===== config.mk =====
export PLATFORM = sky130hd
export DESIGN_NAME = mlp_layer_sequencer
export DESIGN_NICKNAME = d
export VERILOG_FILES = /design/src/rtl/mlp_ctrl_pkg.sv /design/src/rtl/mlp_layer_sequencer_settle_counter.sv /design/src/rtl/mlp_layer_sequencer.sv
export SDC_FILE = /design/constraint.sdc
export NUM_CORES = 1
export LEC_CHECK = 0
export CAP_MARGIN = 10
export CORE_MARGIN = 2
export CORE_UTILIZATION = 45
export CTS_CLUSTER_SIZE = 30
export DETAILED_ROUTE_END_ITERATION = 7
export PLACE_DENSITY = 0.86
export SYNTH_ARGS = -nofsm -noshare
export SYNTH_HDL_FRONTEND = slang
export SYNTH_SLANG_ARGS = --single-unit

===== constraint.sdc =====
create_clock -name clk -period 2.2 [get_ports clk]
set_input_delay 0.22 -clock clk [delete_from_list [all_inputs] [get_ports clk]]
set_output_delay 0.22 -clock clk [all_outputs]
set_load 0.01 [all_outputs]

===== src/rtl/mlp_ctrl_pkg.sv =====
// Shared types and helpers for the MLP layer sequencer.
// Latency: n/a (types and constant functions only).
// Backpressure: n/a.
// Contents: the controller state encoding, the layer-index width rule, and the
// accept-to-result latency used by assertions and by the bench.
package mlp_ctrl_pkg;

  typedef enum logic [1:0] {
    IDLE    = 2'd0,
    EVAL    = 2'd1,
    CAPTURE = 2'd2,
    DONE    = 2'd3
  } state_e;

  // Width of an index over n items. Never narrower than one bit, so a
  // single-layer build still has a real layer_idx port.
  function automatic int idx_w(input int n);
    return (n <= 1) ? 1 : $clog2(n);
  endfunction

  // Number of clock edges from the accept edge to the edge that raises
  // out_valid: each layer spends `settle` cycles in EVAL plus one in CAPTURE.
  function automatic int unsigned infer_latency(input int m, input int settle);
    return $unsigned(m * (settle + 1));
  endfunction

endpackage


===== src/rtl/mlp_layer_sequencer_settle_counter.sv =====
// SETTLE-cycle down-counter that times how long the neuron array settles.
// Latency: tc_o is high in the SETTLE-th cycle after the start_i edge.
// Backpressure: none; it runs to terminal count once started.
// Ports:
//   clk_i   - clock
//   rst_i   - synchronous active-high reset
//   clear_i - park the counter (stop and zero); start_i has priority
//   start_i - load SETTLE-1 and begin counting on this edge
//   tc_o    - terminal count: high for one cycle in the last settle cycle
module settle_counter
  import mlp_ctrl_pkg::*;
#(
  parameter int SETTLE = 1
) (
  input  logic clk_i,
  input  logic rst_i,
  input  logic clear_i,
  input  logic start_i,
  output logic tc_o
);

  localparam int             CW   = idx_w(SETTLE);
  localparam logic [CW-1:0]  LOAD = CW'(SETTLE - 1);

  logic [CW-1:0] cnt_q, cnt_d;
  logic          run_q, run_d;

  // The count value reaches zero in the final settle cycle; run_q qualifies
  // it so an idle counter sitting at zero does not report terminal count.
  assign tc_o = run_q && (cnt_q == '0);

  always_comb begin
    cnt_d = cnt_q;
    run_d = run_q;
    if (start_i) begin
      cnt_d = LOAD;
      run_d = 1'b1;
    end else if (clear_i) begin
      cnt_d = '0;
      run_d = 1'b0;
    end else if (run_q) begin
      if (cnt_q == '0) begin
        run_d = 1'b0;
      end else begin
        cnt_d = cnt_q - CW'(1);
      end
    end
  end

  always_ff @(posedge clk_i) begin
    if (rst_i) begin
      cnt_q <= '0;
      run_q <= 1'b0;
    end else begin
      cnt_q <= cnt_d;
      run_q <= run_d;
    end
  end

endmodule


===== src/rtl/mlp_layer_sequencer.sv =====
// Sequences one inference through the weight-shared MLP datapath, layer by layer.
// Latency: out_valid rises M*(SETTLE+1) edges after the accept edge.
// Backpressure: result is held in DONE until out_ready; in_ready only in IDLE.
// Ports:
//   clk, rst                 - clock, synchronous active-high reset
//   in_valid / in_ready      - upstream input-vector handshake
//   out_valid / out_ready    - downstream result handshake
//   load_initial, layer_en   - data register source select and capture enable
//   layer_idx                - weight memory layer select
//   busy                     - an inference is in progress
//   infer_count              - completed inferences, wrapping
module mlp_layer_sequencer
  import mlp_ctrl_pkg::*;
#(
  parameter int N      = 4,
  parameter int M      = 3,
  parameter int SETTLE = 1,
  parameter int CNT_W  = 16
) (
  input  logic                  clk,
  input  logic                  rst,
  input  logic                  in_valid,
  output logic                  in_ready,
  output logic                  out_valid,
  input  logic                  out_ready,
  output logic                  load_initial,
  output logic                  layer_en,
  output logic [idx_w(M)-1:0]   layer_idx,
  output logic                  busy,
  output logic [CNT_W-1:0]      infer_count
);

  localparam int                IDX_W    = idx_w(M);
  localparam logic [IDX_W-1:0]  LAST_IDX = IDX_W'(M - 1);

  state_e              state_q, state_d;
  logic [IDX_W-1:0]    layer_idx_q, layer_idx_d;
  logic [CNT_W-1:0]    infer_count_q, infer_count_d;

  logic                settle_start;
  logic                settle_clear;
  logic                settle_tc;

  // Counter is parked whenever no layer is being evaluated; a start issued
  // on the same cycle (IDLE accept) takes priority inside the counter.
  assign settle_clear = (state_q == IDLE) || (state_q == DONE);

  settle_counter #(
    .SETTLE (SETTLE)
  ) u_settle (
    .clk_i   (clk),
    .rst_i   (rst),
    .clear_i (settle_clear),
    .start_i (settle_start),
    .tc_o    (settle_tc)
  );

  // State register.
  always_ff @(posedge clk) begin
    if (rst) begin
      state_q       <= IDLE;
      layer_idx_q   <= '0;
      infer_count_q <= '0;
    end else begin
      state_q       <= state_d;
      layer_idx_q   <= layer_idx_d;
      infer_count_q <= infer_count_d;
    end
  end

  // Next-state logic.
  always_comb begin
    state_d       = state_q;
    layer_idx_d   = layer_idx_q;
    infer_count_d = infer_count_q;
    settle_start  = 1'b0;
    case (state_q)
      IDLE: begin
        layer_idx_d = '0;
        if (in_valid) begin
          state_d      = EVAL;
          settle_start = 1'b1;
        end
      end
      EVAL: begin
        if (settle_tc) begin
          state_d = CAPTURE;
        end
      end
      CAPTURE: begin
        // layer_idx must stay put during CAPTURE so the captured outputs
        // belong to the layer that was just evaluated.
        if (layer_idx_q == LAST_IDX) begin
          state_d = DONE;
        end else begin
          layer_idx_d  = layer_idx_q + IDX_W'(1);
          state_d      = EVAL;
          settle_start = 1'b1;
        end
      end
      DONE: begin
        if (out_ready) begin
          infer_count_d = infer_count_q + CNT_W'(1);
          layer_idx_d   = '0;
          state_d       = IDLE;
        end
      end
      default: begin
        state_d     = IDLE;
        layer_idx_d = '0;
      end
    endcase
  end

  // Output decode. Handshake and busy outputs come from registered state only;
  // the load strobe follows in_valid in IDLE so the data register captures
  // initial_inputs on the accept edge itself.
  always_comb begin
    in_ready     = (state_q == IDLE);
    out_valid    = (state_q == DONE);
    busy         = (state_q != IDLE);
    load_initial = (state_q == IDLE) && in_valid;
    layer_en     = ((state_q == IDLE) && in_valid) || (state_q == CAPTURE);
    layer_idx    = layer_idx_q;
    infer_count  = infer_count_q;
  end

`ifndef SYNTHESIS
  // Edges elapsed since the accept edge, for the latency check below.
  int unsigned lat_q;

  always_ff @(posedge clk) begin
    if (rst || state_q == IDLE) begin
      lat_q <= 0;
    end else if (state_q != DONE) begin
      lat_q <= lat_q + 1;
    end
  end

  always_ff @(posedge clk) begin
    if (!rst) begin
      assert (N >= 1 && M >= 1 && SETTLE >= 1 && CNT_W >= 1);
      assert (32'(layer_idx_q) <= 32'(M - 1));
      assert (!(settle_tc && state_q != EVAL));
      if (state_q == CAPTURE && state_d == DONE) begin
        assert (lat_q + 1 == infer_latency(M, SETTLE));
      end
    end
  end
`endif

endmodule


==> flow_summary.yaml, run 1 <==
outcome:
  outcome: "finished clean"
timing:
  skew_ps: 2.09
  slew_viol_final: 0
  setup_violations: 0
  holdWs_ps: 506
  fin_crit_ps: 1880
  hold_violations: 0
  timing.final.crit_share: 0.856
  worst_pin_slew_ps: 752
  max_freq_mhz: 531
  rsz0062_at_grt: "false"
  relSlewSlack: 0.497
  fin_setup_tns_ps: 0
power_and_ir_drop:
  p_total_mw: 0.624
  static-leakage-power_nw: 0.440
  vdd_drop_max_v: 0.000297
  power_switching_mw: 0.144
  p_int_mw: 0.480
  pwr-share-seq: 0.622
  combPwrFrac: 0.082
  power.density_nw_per_um2: 481
  clockPowerShare: 0.296
  swShare: 0.231
routing:
  wl_um: 2130
  wl_per_cell_um: 12.5
  antenna_left: 0
  drcViolationCount: 0
  vias: 903
  drtIter0Drc: 20
  first_pass_iters: 4
  vias_per_cell: 5.31
logic_synthesis:
  synth_nets: 123
  syn_avg_cell_area_um2: 8.51
  ys_seq_area_frac: 0.422
  ys_warn_count: 0
  syn_inst: 117
  synth.ff_latch_count: 21
  netlist_area_um2: 996
  synth_cell_types: 30
clocking:
  cts-hold-fix-buffers: 0
  numClockSinks: 21
  post-cts-setup-buffers: 0
  clk_path_buf_depth: 2
  cts_root_buf: "clkbuf_4"
  clkLatencyLatePin_ps: 300
  cts_tree: "done"
  cts.htree.levels: 1
  cts_resized: 0
  path_clk_slew_ps: 110
  numCtsBuffers: 3
critical_path:
  end_kind: "primary output"
  critical_path_class: "reg -> out"
  reg2reg_slack_ps: 370
  startpoint_type: "flop"
  critPathRequiredTime_ps: 1980
  arrival_ps: 1660
  cp_max_fo: 12
finish:
  nFillCells: 179
  design_area_um2: 1300
  layout.cells.non_filler: 170
  num_antenna_cells: 0
  area_growth_pct: 30.4
  nNetsFinal: 149
  drive_gt1_frac: 0.0423
floorplanning:
  fp-row-count: 17
  num_io_pins: 27
  initial_utilization: 0.464
  core_um2: 2150
  die_y_um: 51.0
  die_w_um: 51.0
  design.die.area_um2: 2610
min_path:
  worstHoldPathType: "reg -> reg"
place:
  place_congestion: 0.777
  hpwl_um: 1500
  place_area_um2: 1270
  portBuffers: 26
  placed_cells: 166
global_routing:
  grt_util_all_layers: 0.168
  grt_pass1_wl_um: 3400
  antenna_found_initial: 0
  grt_pass1_vias: 832
  grt_overflow: 0
  grt_max_degree: 22
run:
  max-cap-violations: 0
## metrics by stage
step                      setup slack (ps)   util
after floorplan                        524      -
after global placement                 229  0.592
after detailed placement               187  0.592
after CTS                              300  0.605
after global routing                   223  0.605
final                                  317  0.605
## Yosys cell counts
master	instances	area, um2
nand3b_1	1	7.51
xnor2_1	5	43.8
and4_1	2	17.5
nand4_1	6	37.5
nor2_1	18	67.6
mux2i_1	2	20.0
buf_2	3	15.0
ha_1	2	25.0
clkbuf_1	3	11.3
nand3_4	1	17.5
or3_1	4	25.0
nand3_1	5	25.0
nor4_1	1	6.26
a32oi_1	2	17.5
nand2_1	5	18.8
nor2b_1	1	6.26
and3_1	2	12.5
nor3b_1	1	7.51
o21ai_0	6	30.0
inv_1	3	11.3
o31ai_1	1	7.51
dfxtp_1	21	420
xor2_1	6	52.6
a21oi_1	7	35.0
nor3_1	2	10.0
or4_1	1	7.51
buf_4	1	7.51
o211ai_1	1	7.51
or2_1	1	6.26
and2_1	3	18.8
## metal layers
layer | global-route usage | wire length (um) | vias up | part of all wire
li1 | - | - | 463 | -
met1 | 0.210 | 989 | 413 | 0.47
met2 | 0.279 | 1030 | 21 | 0.48
met3 | 0.0146 | 62 | 6 | 0.029
met4 | 0.104 | 43 | 0 | 0.020
met5 | 0 | 0 | - | 0
## worst paths after layout
path | from | to | depth (start not counted)
min reg2reg | infer_count[15] | infer_count[15] | 2
max reg2reg | state_q[1] | infer_count[15] | 4
min | infer_count[15] | infer_count[15] | 2
max | state_q[0] | load_initial | 4
## power groups by stage
stage          Sequential, mW  Combinational [mW]  Clock [mW]
3_5_place_dp            0.397              0.0511           0
4_1_cts                 0.388              0.0512       0.192
2_1_floorplan           0.396              0.0246           0
3_3_place_gp            0.396              0.0498           0
6_report                0.388              0.0510       0.185
5_1_grt                 0.389              0.0556       0.199
## worst max-delay path: stages, from the launching register on
cell             delay [ps]
dfxtp_1                 360
buf_4                   180
nor2_1                  150
and2_1                  140
clkdlybuf4s50_1         530
## layout by cell type, fill, tap and decap left out, types with 5 or more instances in the layout
cell / Yosys / routed
nand2_1: 5 / 5
nor2_1: 18 / 18
dfxtp_1: 21 / 21
xnor2_1: 5 / 5
nand3_1: 5 / 5
nand4_1: 6 / 6
xor2_1: 6 / 6
clkdlybuf4s50_1: 0 / 26
a21oi_1: 7 / 7
o21ai_0: 6 / 6
## registers in the layout, summed over array words and instances, names as in the netlist
signal / cells
infer_count: 16
state_q: 2
u_settle.run_q: 1
layer_idx: 2
## area by class of cell
class / count / area, um2 / share of cell area
inverter: 3 / 11.3 / 0.00867
timing repair buffer: 28 / 275 / 0.212
tap: 28 / 35.0 / 0.0270
sequential: 21 / 420 / 0.324
multi-input combinational: 86 / 531 / 0.408
clock buffer: 4 / 26.3 / 0.0202
## logic make-up (layout without fill, tap and decap cells)
family / Yosys count / in the layout / share of synthesized area
adder cells (fa/ha/maj): 2 / 2 / 0.0251
AO/OA/AOI/OAI: 17 / 17 / 0.0980
XOR/XNOR: 11 / 11 / 0.0967
flip-flops: 21 / 21 / 0.422
multiplexers: 2 / 2 / 0.0201
AND/OR/NAND/NOR: 54 / 54 / 0.293
buffers and inverters: 10 / 35 / 0.0452
Note: power is estimated with default switching activity, not from simulation.
==> run 2: changes to the inputs <==
--- a/config.mk
+++ b/config.mk
@@ -5,12 +5,13 @@
 export SDC_FILE = /design/constraint.sdc
 export NUM_CORES = 1
 export LEC_CHECK = 0
+export ABC_AREA = 1
 export CAP_MARGIN = 10
 export CORE_MARGIN = 2
 export CORE_UTILIZATION = 45
 export CTS_CLUSTER_SIZE = 30
 export DETAILED_ROUTE_END_ITERATION = 7
-export PLACE_DENSITY = 0.86
+export PLACE_DENSITY = 0.85
 export SYNTH_ARGS = -nofsm -noshare
 export SYNTH_HDL_FRONTEND = slang
 export SYNTH_SLANG_ARGS = --single-unit
==> run 2 against run 1 <==
- clock power is essentially flat
- first-iteration DRC count rose by 45%
- clock skew grew 13 ps
- routed wire length rose by 4.4%
- cell count up 35%
- largest power group unchanged
- critical endpoint is now layer_en
- synthesized cell count grew 48%
- maximum frequency fell by 5.9%
- via count up 22%
- critical path type unchanged
==> flow_summary.yaml, run 2 <==
critical_path:
  slowest_stage: "clkdlybuf4s50_1"
  critPathRequiredTime_ps: 1980
  critical_path_class: "reg -> out"
  arrival_ps: 1780
  end_kind: "primary output"
  crit_top_cell: "nor2_1"
  critPathMaxStageDelay_ps: 530
  crit_path_cell_trace: "nor2_1 -> nand2_1 -> nand3_1 -> nor2_1 -> clkdlybuf4s50_1"
  startpoint_type: "flop"
  cp_top_family: "buffers and inverters"
  crit_buf_inv: 1
  cp_max_fo: 5
logic_synthesis:
  synth.ff_latch_count: 21
  ys_seq_area_frac: 0.377
  synth_fa_ha_area_frac: 0.0224
  synth_most_common_cell: "nand2_1"
  synth_xor_area_frac: 0.00785
  syn_inst: 173
  synthArstFlopShare: 0
  muxShareOfSynthArea: 0
  syn_avg_cell_area_um2: 6.45
  ys_top_cells_by_count: "36 x nand2_1, 34 x nor2_1, 30 x inv_1"
  synth_cell_types: 23
  synth_edf_count: 0
  synth_compound_gate_area_share: 0.0830
  synth_nets: 179
  synth_top_family_by_area: "simple AND/OR/NAND/NOR gates"
  synth_area_leader_cell: "dfxtp_1"
  yosys.area_share.simple: 0.389
  ys.flop_type: "dfxtp_1"
  synth_top_area_frac: 0.377
  synthTopCellsByArea: "dfxtp_1 38%, nand2_1 12%, nor2_1 11%"
  netlist_area_um2: 1120
  ys_warn_count: 0
timing:
  slew_viol_final: 0
  skew_ps: 14.7
  worst_pin_slew_ps: 436
  fin_setup_tns_ps: 0
  holdWs_ps: 500
  setup_violations: 0
  rsz0062_at_grt: "false"
  timing.final.crit_share: 0.910
  fin_crit_ps: 2000
  hold_violations: 0
  max_freq_mhz: 500
  relSlewSlack: 0.709
routing:
  wl_per_cell_um: 9.65
  antenna_left: 0
  vias: 1106
  vias_per_cell: 4.81
  first_pass_iters: 5
  drcViolationCount: 0
  wl_um: 2220
  drtIter0Drc: 29
clocking:
  cts-hold-fix-buffers: 0
  numClockSinks: 21
  numCtsBuffers: 3
  clkLatencyLatePin_ps: 320
  cts_root_buf: "clkbuf_4"
  path_clk_slew_ps: 120
  cts_tree: "done"
  clk_path_buf_depth: 2
  cts.htree.levels: 1
place:
  portBuffers: 26
  hpwl_um: 1710
  place_congestion: 0.806
floorplanning:
  initial_utilization: 0.463
  die_y_um: 53.8
  design.die.area_um2: 2890
  die_w_um: 53.8
  fp-row-count: 18
  num_io_pins: 27
  core_um2: 2410
finish:
  nNetsFinal: 207
  final_common_cell: "nand2_1"
  final_cell_mix: "36 x nand2_1, 34 x nor2_1, 30 x inv_1"
  drive_gt1_frac: 0.0850
  area_growth_pct: 27.9
  largest_reg_flops: 16
  num_antenna_cells: 0
power_and_ir_drop:
  vdd_drop_max_v: 0.000379
  power.density_nw_per_um2: 548
  static-leakage-power_nw: 0.551
run:
  max-cap-violations: 0
global_routing:
  grt_overflow: 0
  grt_pass1_vias: 906
  grt_util_all_layers: 0.169
  grt_pass1_wl_um: 3560
  grt_max_degree: 15
  antenna_found_initial: 0
min_path:
  worstHoldPathType: "reg -> reg"
outcome:
  outcome: "finished clean"
==> run 2: cells by family (layout without fill, tap and decap cells) <==
family          count (synthesis)  count (layout)
xor+xnor                        1               1
fa+ha+maj                       2               2
simple gates                   97              97
flops                          21              21
buf+inv                        35              62
compound gates                 17              17
==> run 2: cell type report <==
class                      instances  area [um2]
tap                               30        37.5
multi-input combinational        117         561
fill                             234         982
clock inverter                     1        5.00
inverter                          32         120
timing repair buffer              26         260
sequential                        21         422
clock buffer                       3        22.5
==> run 2: path summary, 6_finish.rpt <==
check / slack (ps) / startpoint / cells after the start / end
min reg2reg: 500 / layer_idx[1] / 2 / layer_idx[1]
max reg2reg: 840 / infer_count[1] / 9 / infer_count[10]
max: 200 / state_q[1] / 5 / layer_en
min: 500 / layer_idx[1] / 2 / layer_idx[1]
==> run 2: through the flow <==
stage	instances	total power, mW	util	cell area (um2)	setup slack, ps
after global placement	226	0.600	0.580	1400	357
after floorplan	173	0.525	-	1120	913
after CTS	230	0.788	0.592	1430	123
after global routing	230	0.823	0.592	1430	75.3
final	230	0.782	0.592	1430	199
after detailed placement	226	0.602	0.580	1400	327
==> run 2: worst reg2reg max path: cells and delay by family, from the launching register on <==
kind | cells | cell delay [ps]
fa+ha+maj | 1 | 200
buf+inv | 2 | 120
simple gates | 6 | 560
flops | 1 | 420
==> run 2: power breakdown <==
part	switching [mW]	internal (mW)	leakage (nW)	total, mW
Combinational	0.0915	0.0830	0.363	0.175
Sequential	0.0216	0.399	0.170	0.420
Clock	0.119	0.0680	0.0177	0.187
==> run 2: timing repair <==
| action | in CTS | in global routing |
|---|---|---|
| endpoints found under the hold margin | 0 | 0 |
| setup buffers | 0 | 0 |
| gates resized for setup | 0 | 1 |
| endpoints found under the setup margin | 0 | 1 |
==> run 2: metal layers <==
layer / wire length [um] / share of wire / global-route usage
met2: 1000 / 0.45 / 0.276
met3: 70 / 0.032 / 0.0167
met5: 0 / 0 / 0
met1: 1100 / 0.50 / 0.219
met4: 47 / 0.021 / 0.0855
==> run 3: changes to the inputs <==
--- a/config.mk
+++ b/config.mk
@@ -6,7 +6,7 @@
 export NUM_CORES = 1
 export LEC_CHECK = 0
 export ABC_AREA = 1
-export CAP_MARGIN = 10
+export CAP_MARGIN = 25
 export CORE_MARGIN = 2
 export CORE_UTILIZATION = 45
 export CTS_CLUSTER_SIZE = 30
==> results of run 3 <==
No change in the layout: final DEF, timing and power equal those of run 2.
